## src/rtl/reorder_buffer.sv

```systemverilog
// Circular reorder buffer: tags dispatched instructions, captures CDB
// results, retires in program order and flushes on a branch mispredict.
module reorder_buffer #(
    parameter int DEPTH = 16,
    parameter int TAG_W = 5
) (
    input  logic             clk_in,
    input  logic             rst_in,
    input  logic             rdy_in,
    input  logic             alloc_valid_in,
    input  logic [4:0]       alloc_rd_in,
    input  logic             alloc_is_branch_in,
    input  logic             alloc_pred_taken_in,
    output logic [TAG_W-1:0] alloc_tag_out,
    output logic             full_out,
    input  logic             wb_valid_in,
    input  logic [TAG_W-1:0] wb_tag_in,
    input  logic [31:0]      wb_value_in,
    input  logic             wb_taken_in,
    input  logic [31:0]      wb_target_in,
    input  logic [TAG_W-1:0] query1_tag_in,
    input  logic [TAG_W-1:0] query2_tag_in,
    output logic             ready1_out,
    output logic             ready2_out,
    output logic [31:0]      value1_out,
    output logic [31:0]      value2_out,
    output logic             commit_flag_out,
    output logic [4:0]       rd_out,
    output logic [31:0]      V_out,
    output logic [TAG_W-1:0] Q_out,
    output logic             rollback_flag_out,
    output logic [31:0]      redirect_pc_out
);

    localparam int IW = $clog2(DEPTH);
    localparam int CW = IW + 1;

    logic [IW-1:0]    head;
    logic [IW-1:0]    tail;
    logic [CW-1:0]    count;
    logic [DEPTH-1:0] busy;
    logic [DEPTH-1:0] ready;
    logic [4:0]       rd_q     [DEPTH];
    logic             br_q     [DEPTH];
    logic             pred_q   [DEPTH];
    logic             taken_q  [DEPTH];
    logic [31:0]      value_q  [DEPTH];
    logic [31:0]      target_q [DEPTH];

    logic          do_alloc;
    logic          do_wb;
    logic          do_commit;
    logic          mispredict;
    logic [IW-1:0] wb_idx;
    logic [IW-1:0] q1_idx;
    logic [IW-1:0] q2_idx;

    function automatic logic tag_ok(input logic [TAG_W-1:0] t);
        return (t != '0) && (int'(t) <= DEPTH);
    endfunction

    function automatic logic [IW-1:0] idx_of(input logic [TAG_W-1:0] t);
        return IW'(t - TAG_W'(1));
    endfunction

    assign wb_idx = idx_of(wb_tag_in);
    assign q1_idx = idx_of(query1_tag_in);
    assign q2_idx = idx_of(query2_tag_in);

    assign full_out      = (count == CW'(DEPTH));
    assign alloc_tag_out = TAG_W'(tail) + TAG_W'(1);

    // Per-edge actions; rollback_flag_out doubles as the flush-in-progress state
    always_comb begin
        do_alloc   = rdy_in && !rollback_flag_out && alloc_valid_in && !full_out;
        do_wb      = rdy_in && !rollback_flag_out && wb_valid_in &&
                     tag_ok(wb_tag_in) && busy[wb_idx];
        do_commit  = rdy_in && !rollback_flag_out && busy[head] && ready[head];
        mispredict = do_commit && br_q[head] && (taken_q[head] != pred_q[head]);
    end

    // Operand forwarding for the dispatcher, no CDB bypass
    always_comb begin
        ready1_out = tag_ok(query1_tag_in) && busy[q1_idx] && ready[q1_idx];
        ready2_out = tag_ok(query2_tag_in) && busy[q2_idx] && ready[q2_idx];
        value1_out = ready1_out ? value_q[q1_idx] : '0;
        value2_out = ready2_out ? value_q[q2_idx] : '0;
    end

    // Pointers, status bits and registered commit/rollback outputs
    always_ff @(posedge clk_in or negedge rst_in) begin
        if (!rst_in) begin
            head              <= '0;
            tail              <= '0;
            count             <= '0;
            busy              <= '0;
            ready             <= '0;
            commit_flag_out   <= 1'b0;
            rd_out            <= '0;
            V_out             <= '0;
            Q_out             <= '0;
            rollback_flag_out <= 1'b0;
            redirect_pc_out   <= '0;
        end else if (rdy_in) begin
            if (rollback_flag_out) begin
                head              <= '0;
                tail              <= '0;
                count             <= '0;
                busy              <= '0;
                ready             <= '0;
                commit_flag_out   <= 1'b0;
                rollback_flag_out <= 1'b0;
            end else begin
                if (do_alloc) begin
                    busy[tail]  <= 1'b1;
                    ready[tail] <= 1'b0;
                    tail        <= tail + IW'(1);
                end
                if (do_wb) begin
                    ready[wb_idx] <= 1'b1;
                end
                if (do_commit) begin
                    busy[head]  <= 1'b0;
                    ready[head] <= 1'b0;
                    head        <= head + IW'(1);
                    rd_out      <= rd_q[head];
                    V_out       <= value_q[head];
                    Q_out       <= TAG_W'(head) + TAG_W'(1);
                end
                if (do_alloc && !do_commit) begin
                    count <= count + CW'(1);
                end else if (!do_alloc && do_commit) begin
                    count <= count - CW'(1);
                end
                commit_flag_out   <= do_commit;
                rollback_flag_out <= mispredict;
                if (mispredict) begin
                    redirect_pc_out <= target_q[head];
                end
            end
        end
    end

    // Entry payload; only meaningful while the busy bit is set
    always_ff @(posedge clk_in) begin
        if (do_alloc) begin
            rd_q[tail]   <= alloc_rd_in;
            br_q[tail]   <= alloc_is_branch_in;
            pred_q[tail] <= alloc_pred_taken_in;
        end
        if (do_wb) begin
            value_q[wb_idx]  <= wb_value_in;
            taken_q[wb_idx]  <= wb_taken_in;
            target_q[wb_idx] <= wb_target_in;
        end
    end

endmodule

```

## config.mk

```make
export PLATFORM = sky130hd
export DESIGN_NAME = reorder_buffer
export DESIGN_NICKNAME = d
export VERILOG_FILES = /design/src/rtl/reorder_buffer.sv
export SDC_FILE = /design/constraint.sdc
export NUM_CORES = 2
export LEC_CHECK = 0
export CORE_ASPECT_RATIO = 0.6
export CORE_MARGIN = 3
export CORE_UTILIZATION = 55
export DETAILED_ROUTE_END_ITERATION = 8
export PLACE_DENSITY = 0.78
export SLEW_MARGIN = 20
export SYNTH_ARGS = -nofsm -noshare
export SYNTH_HDL_FRONTEND = slang
export SYNTH_SLANG_ARGS = --single-unit
```

## constraint.sdc

```tcl
create_clock -name clk_in -period 10.1 [get_ports clk_in]
set_input_delay 2.02 -clock clk_in [delete_from_list [all_inputs] [get_ports clk_in]]
set_output_delay 2.02 -clock clk_in [all_outputs]
set_load 0.05 [all_outputs]
```

==> metrics.txt <==
# TYPE chip_impl_metric gauge
chip_impl_metric{name="power_per_cell_area",unit="mW/mm^2"} 237
chip_impl_info{name="unrepaired_setup_endpoints_after_global_routing",value="no"} 1
chip_impl_metric{name="finish.net_count",unit=""} 3030
chip_impl_info{name="worstSetupEndpointType",value="primary output"} 1
chip_impl_metric{name="route.vias.total",unit=""} 31338
chip_impl_metric{name="ios",unit=""} 240
chip_impl_info{name="most_frequent_cells_in_the_layout",value="sky130_fd_sc_hd__edfxtp_1 (1,152), sky130_fd_sc_hd__mux4_2 (690), sky130_fd_sc_hd__clkdlybuf4s50_1 (236)"} 1
chip_impl_info{name="crit_path_start",value="query2_tag_in[0]"} 1
chip_impl_metric{name="cellLeakagePower",unit="uW"} 0.0211
chip_impl_metric{name="numPlacedInstances",unit=""} 4194
chip_impl_metric{name="worst_ep_arrival_time",unit="ps"} 6250
chip_impl_metric{name="sequential_fraction_of_design_power",unit="%"} 40.7
chip_impl_metric{name="peakVddDrop",unit="mV"} 0.178
chip_impl_metric{name="timing_max_transition_violations_final",unit=""} 0
chip_impl_metric{name="postCtsResizedCells",unit=""} 0
chip_impl_info{name="worstHoldPathType",value="reg -> reg"} 1
chip_impl_metric{name="syn-instance-count",unit=""} 2702
chip_impl_metric{name="via_per_inst",unit=""} 7.09
chip_impl_metric{name="comb_power_share",unit="%"} 30.3
chip_impl_metric{name="dieWidth",unit="um"} 424
chip_impl_metric{name="die_area",unit="mm^2"} 0.109
chip_impl_metric{name="layout_worst_path_cycle_share",unit="%"} 81.9
chip_impl_metric{name="cellInternalPower",unit="uW"} 10700
chip_impl_metric{name="worst_ep_required_time",unit="ps"} 8080
chip_impl_metric{name="totalWireLength",unit="um"} 154000
chip_impl_metric{name="fin_setup_tns",unit="ps"} 0
chip_impl_metric{name="p_clk_share",unit="%"} 29.0
chip_impl_info{name="setup.worst_path.class",value="in -> out"} 1
chip_impl_metric{name="timing.clock.skew",unit="ps"} 54.0
chip_impl_metric{name="drtIter0Drc",unit=""} 4680
chip_impl_metric{name="route.detailed.wl_per_inst",unit="um"} 34.9
chip_impl_metric{name="syn_area",unit="mm^2"} 0.0576
chip_impl_metric{name="sw_frac_of_total",unit="%"} 31.1
chip_impl_info{name="netlist.top_cell.by_area",value="sky130_fd_sc_hd__edfxtp_1"} 1
chip_impl_metric{name="number_of_enable_type_register_cells_in_the_synthesized_netlist",unit=""} 1152
chip_impl_metric{name="p_total",unit="uW"} 15500
chip_impl_info{name="synth_flop_cell",value="sky130_fd_sc_hd__edfxtp_1"} 1
chip_impl_info{name="reg2reg_from",value="head[1]"} 1
chip_impl_metric{name="holdBufCountCts",unit=""} 0
chip_impl_metric{name="grt_pass1_wl",unit="um"} 226000
chip_impl_metric{name="postSynth.asyncResetShare",unit="%"} 9.51
chip_impl_metric{name="yosys.cell_types.count",unit=""} 66
chip_impl_metric{name="syn_area_per_cell",unit="um^2"} 21.3
chip_impl_metric{name="timing.max_cap.violations",unit=""} 0
chip_impl_info{name="worstReg2RegEnd",value="busy[1]"} 1
chip_impl_metric{name="min_period",unit="ps"} 8270
chip_impl_metric{name="routability_congestion",unit=""} 0.947
chip_impl_metric{name="worst-r2r-cell-count",unit=""} 8
chip_impl_metric{name="rrSetupSlack",unit="ps"} 4780
chip_impl_metric{name="seq_area_frac_synth",unit="%"} 65.3
chip_impl_info{name="endpoint",value="value2_out[9]"} 1
chip_impl_metric{name="dr.pass1.iters",unit=""} 6
chip_impl_metric{name="port-buffer-count",unit=""} 239
chip_impl_metric{name="worst_skew_pair.late_latency",unit="ps"} 750
chip_impl_info{name="cts_root_buffer",value="sky130_fd_sc_hd__clkbuf_16"} 1
chip_impl_metric{name="setup_viol",unit=""} 0
chip_impl_metric{name="clk_transition_reported_paths",unit="ps"} 60
chip_impl_info{name="commonest_non_fill_non_tap_cell_in_the_layout",value="sky130_fd_sc_hd__edfxtp_1"} 1
chip_impl_metric{name="first_global_vias",unit=""} 31968
chip_impl_metric{name="finish.cell_count_without_fillers",unit=""} 4418
chip_impl_info{name="clock_tree_from_tritoncts",value="yes"} 1
chip_impl_metric{name="switchingPower",unit="uW"} 4820
chip_impl_metric{name="sink_count_of_the_clock_tree",unit=""} 1273
chip_impl_info{name="critPathLaunchType",value="primary input"} 1
chip_impl_metric{name="yosysWarnings",unit=""} 0
chip_impl_metric{name="area_growth_syn_to_fin",unit="%"} 13.6
chip_impl_metric{name="post_cts.repair.setup_buffers",unit=""} 0
chip_impl_metric{name="largest_net_degree_at_the_start_of_global_routing",unit=""} 176
chip_impl_metric{name="report.final.hold_viol_count",unit=""} 0
chip_impl_metric{name="tightestPinTransition",unit="ps"} 1280
chip_impl_metric{name="gr-usage-all-layers",unit="%"} 28.8
chip_impl_info{name="post_synth_main_area_contributors",value="sky130_fd_sc_hd__edfxtp_1 (60%), sky130_fd_sc_hd__mux4_2 (27%), sky130_fd_sc_hd__dfrtp_1 (5.3%)"} 1
chip_impl_metric{name="hpwl",unit="um"} 84800
chip_impl_metric{name="tritoncts.num_buffers",unit=""} 113
chip_impl_metric{name="netlist.area_leader.share",unit="%"} 60.1
chip_impl_metric{name="start_util",unit="%"} 55.8
chip_impl_info{name="outcome",value="complete, no violations"} 1
chip_impl_metric{name="timing.critical_path.fanout_max",unit=""} 97
chip_impl_metric{name="clock_tree.htree_level_count",unit=""} 3
chip_impl_metric{name="final_critical_path_setup_slack",unit="ps"} 1830
chip_impl_metric{name="number_of_antenna_violations_at_the_first_check_in_global_routing",unit=""} 11
chip_impl_metric{name="area_of_the_core",unit="mm^2"} 0.103
chip_impl_metric{name="max_slew_headroom",unit="%"} 14.5
chip_impl_metric{name="post_route_cells_drive_above_1_share",unit="%"} 32.9
chip_impl_metric{name="antenna_violating_nets_post_route",unit=""} 0
chip_impl_metric{name="max_freq",unit="MHz"} 121
chip_impl_metric{name="dieHeight",unit="um"} 257
chip_impl_metric{name="grt.overflow.total",unit=""} 0
chip_impl_metric{name="synth-seq-cells",unit=""} 1273
chip_impl_metric{name="route.detailed.drc",unit=""} 0
chip_impl_metric{name="placement.setup.worst_slack",unit="ps"} 1440
chip_impl_metric{name="placementRows",unit=""} 91
chip_impl_metric{name="max-clock-path-buffers",unit=""} 3
chip_impl_metric{name="synth.net_count",unit=""} 2816
==> worst max-delay path, cell delays in order <==
cell                              delay, ps
sky130_fd_sc_hd__clkbuf_8               600
sky130_fd_sc_hd__inv_1                  350
sky130_fd_sc_hd__ha_4                   720
sky130_fd_sc_hd__buf_12                 510
sky130_fd_sc_hd__mux4_2                 420
sky130_fd_sc_hd__mux4_2                 470
sky130_fd_sc_hd__and2_1                 230
sky130_fd_sc_hd__clkdlybuf4s50_1        720
==> synth_stat cells, types with 3 or more instances <==
master,number
sky130_fd_sc_hd__o2bb2ai_1,8
sky130_fd_sc_hd__and2_1,80
sky130_fd_sc_hd__buf_1,34
sky130_fd_sc_hd__edfxtp_1,1152
sky130_fd_sc_hd__xnor2_1,12
sky130_fd_sc_hd__nand2_1,158
sky130_fd_sc_hd__dfrtp_1,121
sky130_fd_sc_hd__clkbuf_1,110
sky130_fd_sc_hd__a22o_1,8
sky130_fd_sc_hd__xor2_1,3
sky130_fd_sc_hd__a31oi_1,9
sky130_fd_sc_hd__a21oi_1,10
sky130_fd_sc_hd__a21o_1,6
sky130_fd_sc_hd__nor2b_1,8
sky130_fd_sc_hd__nor3_1,14
sky130_fd_sc_hd__o22ai_1,3
sky130_fd_sc_hd__nor4_1,3
sky130_fd_sc_hd__mux4_1,6
sky130_fd_sc_hd__mux2_2,5
sky130_fd_sc_hd__mux4_2,690
sky130_fd_sc_hd__nor3b_1,4
sky130_fd_sc_hd__o21ai_0,20
sky130_fd_sc_hd__mux2_4,29
sky130_fd_sc_hd__ha_1,21
sky130_fd_sc_hd__a22oi_1,3
sky130_fd_sc_hd__inv_1,25
sky130_fd_sc_hd__nand3_1,11
sky130_fd_sc_hd__o211ai_1,3
sky130_fd_sc_hd__a32oi_1,4
sky130_fd_sc_hd__buf_6,5
sky130_fd_sc_hd__and3_1,28
sky130_fd_sc_hd__o32ai_1,5
sky130_fd_sc_hd__buf_4,3
sky130_fd_sc_hd__nor2_1,29
sky130_fd_sc_hd__buf_2,31
==> worst min-delay path by stage <==
stage          slack, ps  depth (start not counted)   endpoint       from
3_5_place_dp         460                          2  V_out[27]  V_out[27]
4_1_cts              480                          2  V_out[27]  V_out[27]
6_report             470                          2  V_out[16]  V_out[16]
2_1_floorplan        480                          1   count[4]   count[4]
5_1_grt              500                          2  V_out[11]  V_out[11]
3_3_place_gp         460                          2  V_out[30]  V_out[30]
==> cell families after synthesis <==
kind of cell / count (synthesis) / share of synthesized area (%)
xor+xnor: 15 / 0.228
flops: 1273 / 65.3
buf+inv: 212 / 1.57
compound gates: 101 / 1.28
simple gates: 347 / 2.93
mux: 732 / 28.2
fa+ha+maj: 22 / 0.491
==> per-layer routing <==
layer | track usage [%] | vias up | wire [um]
met4 | 7.67 | 8 | 4140
met5 | 0 | - | 61
met2 | 44.0 | 2269 | 73400
met3 | 7.29 | 299 | 17200
met1 | 42.1 | 16691 | 59400
li1 | - | 12071 | -
==> layout make-up <==
cell class / instances / area [um^2]
Tap cell: 1395 / 1750
Timing Repair Buffer: 285 / 2830
Sequential cell: 1273 / 37600
Multi-Input combinational cell: 1217 / 19200
Antenna cell: 6 / 15.0
Fill cell: 6747 / 37900
Clock buffer: 146 / 3130
Clock inverter: 70 / 749
Inverter: 26 / 97.6
==> power by group through the flow <==
stage / sequential [uW] / combinational (uW) / clock [uW]
5_1_grt: 6340 / 4950 / 4770
2_1_floorplan: 6620 / 3100 / 0
6_report: 6310 / 4700 / 4490
3_5_place_dp: 6420 / 4690 / 0
3_3_place_gp: 6410 / 4630 / 0
4_1_cts: 6310 / 4710 / 4550
==> stage by stage <==
step | area, um^2 | util (%) | hold WS (ps)
finish | 65400 | 63.3 | 473
global route | 65400 | 63.3 | 501
CTS | 65300 | 63.3 | 478
detailed placement | 61400 | 59.5 | 463
global placement | 61400 | 59.5 | 463
floorplan | 57600 | - | 478
==> registers in the layout (all words and copies together) (netlist names) <==
signal / cells
commit_flag_out: 1
redirect_pc_out: 32
tail: 4
rollback_flag_out: 1
Q_out: 5
busy: 16
count: 5
br_q: 16
head: 4
pred_q: 16
V_out: 32
ready: 16
taken_q: 16
target_q: 512
value_q: 512
rd_q: 80
rd_out: 5
Power figures use the tool's default switching activity.
